==> config.mk <==
export PLATFORM = sky130hd
export DESIGN_NAME = pp_frame_serializer
export DESIGN_NICKNAME = d
export VERILOG_FILES = /design/src/rtl/pp_pkg.sv /design/src/rtl/pp_down_counter.sv /design/src/rtl/pp_frame_serializer.sv
export SDC_FILE = /design/constraint.sdc
export NUM_CORES = 1
export LEC_CHECK = 0
export ABC_AREA = 1
export BUFFER_PORTS_ARGS = -buffer_cell sky130_fd_sc_hd__buf_2
export CAP_MARGIN = 20
export CORE_MARGIN = 2
export CORE_UTILIZATION = 51
export DETAILED_ROUTE_END_ITERATION = 6
export PLACE_DENSITY = 0.79
export SLEW_MARGIN = 20
export SYNTH_ARGS = -nofsm -noshare
export SYNTH_HDL_FRONTEND = slang
export SYNTH_HIERARCHICAL = 1
export SYNTH_SLANG_ARGS = --single-unit
export TNS_END_PERCENT = 1
==> constraint.sdc <==
create_clock -name clk -period 2.24 [get_ports clk]
set_clock_uncertainty 0.2 [all_clocks]
set_input_delay 0.224 -clock clk [delete_from_list [all_inputs] [get_ports clk]]
set_output_delay 0.224 -clock clk [all_outputs]
set_load 0.02 [all_outputs]
==> src/rtl/pp_pkg.sv <==
// Shared PeriPlex definitions: frame/byte widths common with uart_packetizer
// and the serializer state encoding.
package pp_pkg;

    localparam int unsigned RAH_FRAME_WIDTH = 48;
    localparam int unsigned UART_BYTE_WIDTH = 8;

    typedef enum logic [2:0] {
        IDLE  = 3'd0,
        FETCH = 3'd1,
        SEND  = 3'd2,
        WAIT  = 3'd3,
        GAP   = 3'd4
    } pp_state_t;

endpackage

==> src/rtl/pp_down_counter.sv <==
// Loadable down-counter that saturates at zero; zero flags the final count
// of a FETCH latency or GAP interval.
module pp_down_counter #(
    parameter int unsigned CNT_W = 8
) (
    input  logic             clk,
    input  logic             rst,
    input  logic             load,
    input  logic [CNT_W-1:0] load_val,
    input  logic             en,
    output logic             zero
);

    logic [CNT_W-1:0] cnt;

    always_ff @(posedge clk or posedge rst) begin
        if (rst) begin
            cnt <= '0;
        end else if (load) begin
            cnt <= load_val;
        end else if (en && (cnt != '0)) begin
            cnt <= cnt - 1'b1;
        end
    end

    assign zero = (cnt == '0);

endmodule

==> src/rtl/pp_frame_serializer.sv <==
// Pops one RAH frame from the egress FIFO and sends it MSB byte first as
// single-byte transfers to the UART transmitter.
module pp_frame_serializer
    import pp_pkg::*;
#(
    parameter int unsigned FRAME_WIDTH     = RAH_FRAME_WIDTH,
    parameter int unsigned BYTE_WIDTH      = UART_BYTE_WIDTH,
    parameter int unsigned FIFO_RD_LATENCY = 1,
    parameter int unsigned GAP_CYCLES      = 0
) (
    input  logic                   clk,
    input  logic                   rst,
    input  logic                   f_empty,
    output logic                   rd_en,
    input  logic [FRAME_WIDTH-1:0] data,
    input  logic                   tx_done,
    output logic                   tx_dv,
    output logic [BYTE_WIDTH-1:0]  tx_byte,
    output logic                   busy,
    output logic [7:0]             frame_cnt
);

    localparam int unsigned NBYTES = FRAME_WIDTH / BYTE_WIDTH;
    localparam int unsigned IDX_W  = $clog2(NBYTES);
    localparam int unsigned CNT_W  = 8;

    // Counter terminates on zero, so each interval loads its length minus one.
    localparam logic [CNT_W-1:0] FETCH_LOAD = CNT_W'(FIFO_RD_LATENCY - 1);
    localparam logic [CNT_W-1:0] GAP_LOAD   = CNT_W'((GAP_CYCLES > 0) ? (GAP_CYCLES - 1) : 0);
    localparam logic [IDX_W-1:0] LAST_IDX   = IDX_W'(NBYTES - 1);

    pp_state_t              state, state_nx;
    logic [FRAME_WIDTH-1:0] shreg, shreg_nx;
    logic [IDX_W-1:0]       idx, idx_nx;
    logic                   rd_en_nx;
    logic                   tx_dv_nx;
    logic [BYTE_WIDTH-1:0]  tx_byte_nx;
    logic                   busy_nx;
    logic [7:0]             frame_cnt_nx;

    logic                   cnt_load;
    logic [CNT_W-1:0]       cnt_load_val;
    logic                   cnt_en;
    logic                   cnt_zero;

    pp_down_counter #(
        .CNT_W (CNT_W)
    ) u_cnt (
        .clk      (clk),
        .rst      (rst),
        .load     (cnt_load),
        .load_val (cnt_load_val),
        .en       (cnt_en),
        .zero     (cnt_zero)
    );

    always_comb begin
        state_nx     = state;
        shreg_nx     = shreg;
        idx_nx       = idx;
        rd_en_nx     = 1'b0;
        tx_dv_nx     = 1'b0;
        tx_byte_nx   = tx_byte;
        frame_cnt_nx = frame_cnt;
        cnt_load     = 1'b0;
        cnt_load_val = FETCH_LOAD;
        cnt_en       = 1'b0;

        unique case (state)
            IDLE: begin
                if (!f_empty) begin
                    rd_en_nx     = 1'b1;
                    cnt_load     = 1'b1;
                    cnt_load_val = FETCH_LOAD;
                    state_nx     = FETCH;
                end
            end
            FETCH: begin
                if (cnt_zero) begin
                    shreg_nx = data;
                    idx_nx   = '0;
                    state_nx = SEND;
                end else begin
                    cnt_en = 1'b1;
                end
            end
            SEND: begin
                tx_dv_nx   = 1'b1;
                tx_byte_nx = shreg[FRAME_WIDTH-1 -: BYTE_WIDTH];
                state_nx   = WAIT;
            end
            WAIT: begin
                // tx_done outside WAIT falls through the other arms untouched.
                if (tx_done) begin
                    shreg_nx = shreg << BYTE_WIDTH;
                    idx_nx   = idx + 1'b1;
                    if (idx == LAST_IDX) begin
                        frame_cnt_nx = frame_cnt + 8'd1;
                        if (GAP_CYCLES == 0) begin
                            state_nx = IDLE;
                        end else begin
                            cnt_load     = 1'b1;
                            cnt_load_val = GAP_LOAD;
                            state_nx     = GAP;
                        end
                    end else begin
                        state_nx = SEND;
                    end
                end
            end
            GAP: begin
                if (cnt_zero) begin
                    state_nx = IDLE;
                end else begin
                    cnt_en = 1'b1;
                end
            end
            default: state_nx = IDLE;
        endcase

        busy_nx = (state_nx != IDLE);
    end

    always_ff @(posedge clk or posedge rst) begin
        if (rst) begin
            state     <= IDLE;
            shreg     <= '0;
            idx       <= '0;
            rd_en     <= 1'b0;
            tx_dv     <= 1'b0;
            tx_byte   <= '0;
            busy      <= 1'b0;
            frame_cnt <= '0;
        end else begin
            state     <= state_nx;
            shreg     <= shreg_nx;
            idx       <= idx_nx;
            rd_en     <= rd_en_nx;
            tx_dv     <= tx_dv_nx;
            tx_byte   <= tx_byte_nx;
            busy      <= busy_nx;
            frame_cnt <= frame_cnt_nx;
        end
    end

endmodule
==> impl_metrics.ini <==
[sta]
final.period_utilization_pct = 92.6
timing.hold.ws_ns = -0.00193
timing.fmax_mhz = 482
final.setup.tns_ns = 0
report.final.slew_viol_count = 0
layout_setup_ws_ns = 0.166
hold_vio_cnt_final = 1
finalWorstPathRequiredPeriod_ns = 2.07
setup_viol = 0
grt_setup_unrepaired = no

[synth]
netlist_area_sq_um = 4300
syn_avg_cell_area_sq_um = 7.34
synth_enable_flop_cells = 0
postSynthCellCount = 586
ys_async_sr_fraction_pct = 100
yosys_register_bits = 81
ys_types = 26
synth_top_area_share_pct = 47.1
post_synth_top_cells = 265 x sky130_fd_sc_hd__nand2_1, 81 x sky130_fd_sc_hd__dfrtp_1, 79 x sky130_fd_sc_hd__nand3_1
yosysSeqAreaShare_pct = 47.1
yosysTopAreaCell = sky130_fd_sc_hd__dfrtp_1
synth_top_flop_cell = sky130_fd_sc_hd__dfrtp_1
ys_warn_count = 6
synth.most_common_cell = sky130_fd_sc_hd__nand2_1
post_synth_main_area_contributors = sky130_fd_sc_hd__dfrtp_1 47%, sky130_fd_sc_hd__nand2_1 23%, sky130_fd_sc_hd__nand3_1 9.2%

[clock_tree]
tritoncts_sink_count = 81
clock_latency_ns = 0.35
root_buffer = sky130_fd_sc_hd__clkbuf_8
cts-buffers-inserted = 9
clk_transition_reported_paths_ns = 0.09
cts_buffer_depth = 2
tritoncts = done
cts-htree-levels = 3
post-cts-setup-buffer-count = 0

[pwr]
ir_worst_vdd_mv = 0.483
pwr_density_cell_nw_per_um2 = 1150
leakage_power_nw = 2.83

[final_layout]
area_growth_pct = 21.2
diodes = 0
fin_nets = 733
fin_cells = 786
layout-drive-gt1-share_pct = 17.5

[route]
wire_per_inst_um = 12.9
route.detailed.drc = 0
route.met2.wl_um = 5090
detail_route.iter0.violations = 235
via_count = 4037
route.top_layer_used = met4
detailedRoute.firstPassIterationCount = 5
routed_wl_um = 10200
drtAntennaViolNets = 0
route.met3.wl_um = 449
post_drt_via_cell_ratio = 5.14
wl_met1_um = 4490

[job]
drv.max_cap_violation_count = 0

[critical_path]
worstPathCellList = inv_1 -> ha_1 -> nand2_1 -> nor2_4 -> inv_1 -> nand2_1 -> o21ai_1 -> o21ai_4 -> nand2_4 -> nand2_1 -> o21ai_2
r2r-end = u_cnt/cnt[1]$_DFFE_PP0P_
path_common_cell = sky130_fd_sc_hd__nand2_1
timing.reg2reg.worst_path_depth = 11
critical_path_at_ns = 2.11
ff2ff_setup_slack_ns = 0.17
crit_path_max_incr_delay_ns = 0.40
crit_end_category = flop
cp.required_ns = 2.28
cp_max_fo = 8
worstReg2RegStart = u_cnt/cnt[1]$_DFFE_PP0P_
critical-path-slowest-cell = sky130_fd_sc_hd__dfrtp_1
crit_type = flop to flop
crit_path_start_kind = flop

[placed_design]
gp_congestion = 0.834
post-dp-hpwl_um = 6960
placement.setup.worst_slack_ns = 0.0145
numPortBuffers = 70
dp.cells = 752

[die]
design.portCount = 71
design.core.area_sq_um = 8220
die_width_um = 95.8
fp.dieArea_sq_um = 9190
std_cell_rows = 33
start_util_pct = 52.4
dieHeight_um = 95.8

[status]
violations = hold timing
run_status = complete, but fails checks

[global_route]
wire_length_of_the_first_global_routing_pass_um = 17000
grt-ovfl-total = 0
track_usage_pct = 23.8
grt_pass1_vias = 3775
grt_max_degree = 43
initial_antenna_violation_count = 0

[worst_hold_path]
holdPathStages = 5
min_from = data[35]
min-delay-path-class = input port to flop
hold_end = shreg[35]$_DFFE_PP0P_
==> state kept, by name, summed over array words and instances, names as in the netlist <==
register and flops:
busy 1, tx_byte 8, u_cnt/cnt 8, shreg 48, frame_cnt 8, rd_en 1, tx_dv 1, state 3
idx 3
==> worst max-delay path, delay by kind of cell (launching register included) <==
| family | cells | cell delay, ns |
|---|---|---|
| compound gates | 3 | 0.34 |
| buf+inv | 2 | 0.18 |
| fa+ha+maj | 1 | 0.15 |
| flops | 1 | 0.40 |
| simple gates | 5 | 0.68 |
==> report_power, final <==
part	switching (mW)	internal (mW)
Sequential	0.384	2.03
Combinational	1.56	0.925
Clock	0.523	0.577
Total	2.47	3.53
==> layer usage <==
layer	up-vias	GRT usage, %
met4	0	7.98
met5	-	0
met3	10	3.76
met1	1877	30.2
li1	2042	-
met2	108	41.5
==> metrics by stage <==
stage,power (mW),hold WS [ns],cell area (sq um),util [%]
floorplan,4.22,-0.160,4330,-
CTS,6.02,0.000123,5200,63.3
finish,6.00,-0.00193,5220,63.5
global route,6.53,0.0256,5220,63.5
global placement,4.75,0.0119,4810,58.6
detailed placement,4.87,0.00974,4810,58.6
==> area by class of cell <==
class	instances	area, sq um
clock buffers	12	155
clock inverters	4	51.3
fillers	732	3000
inverters	29	109
multi-input cells	451	2050
flip-flops and latches	81	2030
well taps	105	131
repair buffers	104	688
==> worst max-delay path by stage <==
| stage | start | end | slack (ns) | cells past startpoint |
|---|---|---|---|---|
| after global placement | u_cnt/cnt[1]$_DFFE_PP0P_ | idx[1]$_DFFE_PP0P_ | 0.13 | 9 |
| final | u_cnt/cnt[1]$_DFFE_PP0P_ | u_cnt/cnt[1]$_DFFE_PP0P_ | 0.17 | 11 |
| after global routing | state[0]$_DFF_PP0_ | u_cnt/cnt[7]$_DFFE_PP0P_ | 0.002 | 8 |
| after detailed placement | u_cnt/cnt[1]$_DFFE_PP0P_ | u_cnt/cnt[1]$_DFFE_PP0P_ | 0.01 | 11 |
| after CTS | u_cnt/cnt[1]$_DFFE_PP0P_ | u_cnt/cnt[1]$_DFFE_PP0P_ | 0.05 | 11 |
| after floorplan | rst | busy$_DFF_PP0_ | -0.04 | 1 |
==> layout by cell type (no fill, tap or decap), types with 4 or more instances in the layout <==
master,n
sky130_fd_sc_hd__nand2_1,265
sky130_fd_sc_hd__dfrtp_1,81
sky130_fd_sc_hd__nand3_1,79
sky130_fd_sc_hd__buf_2,70
sky130_fd_sc_hd__o21ai_0,46
sky130_fd_sc_hd__inv_1,27
sky130_fd_sc_hd__dlygate4sd3_1,18
sky130_fd_sc_hd__nor2_1,16
sky130_fd_sc_hd__buf_4,13
sky130_fd_sc_hd__clkbuf_8,11
sky130_fd_sc_hd__conb_1,8
sky130_fd_sc_hd__ha_1,5
sky130_fd_sc_hd__nor3_1,4
==> timing repair <==
action,4_1_cts,5_1_grt
hold endpoints to repair,41,0
resized for setup,1,3
setup endpoints to repair,10,44
hold buffers,18,0
==> kinds of logic after synthesis <==
kind of cell	share of synthesized area [%]
flip-flops	47.1
XOR/XNOR	1.02
AND/OR/NAND/NOR	37.6
adder cells (fa/ha/maj)	1.45
buffers and inverters	6.11
AO/OA/AOI/OAI	6.60
other	0.0872
Note: power is estimated with default switching activity, not from simulation.
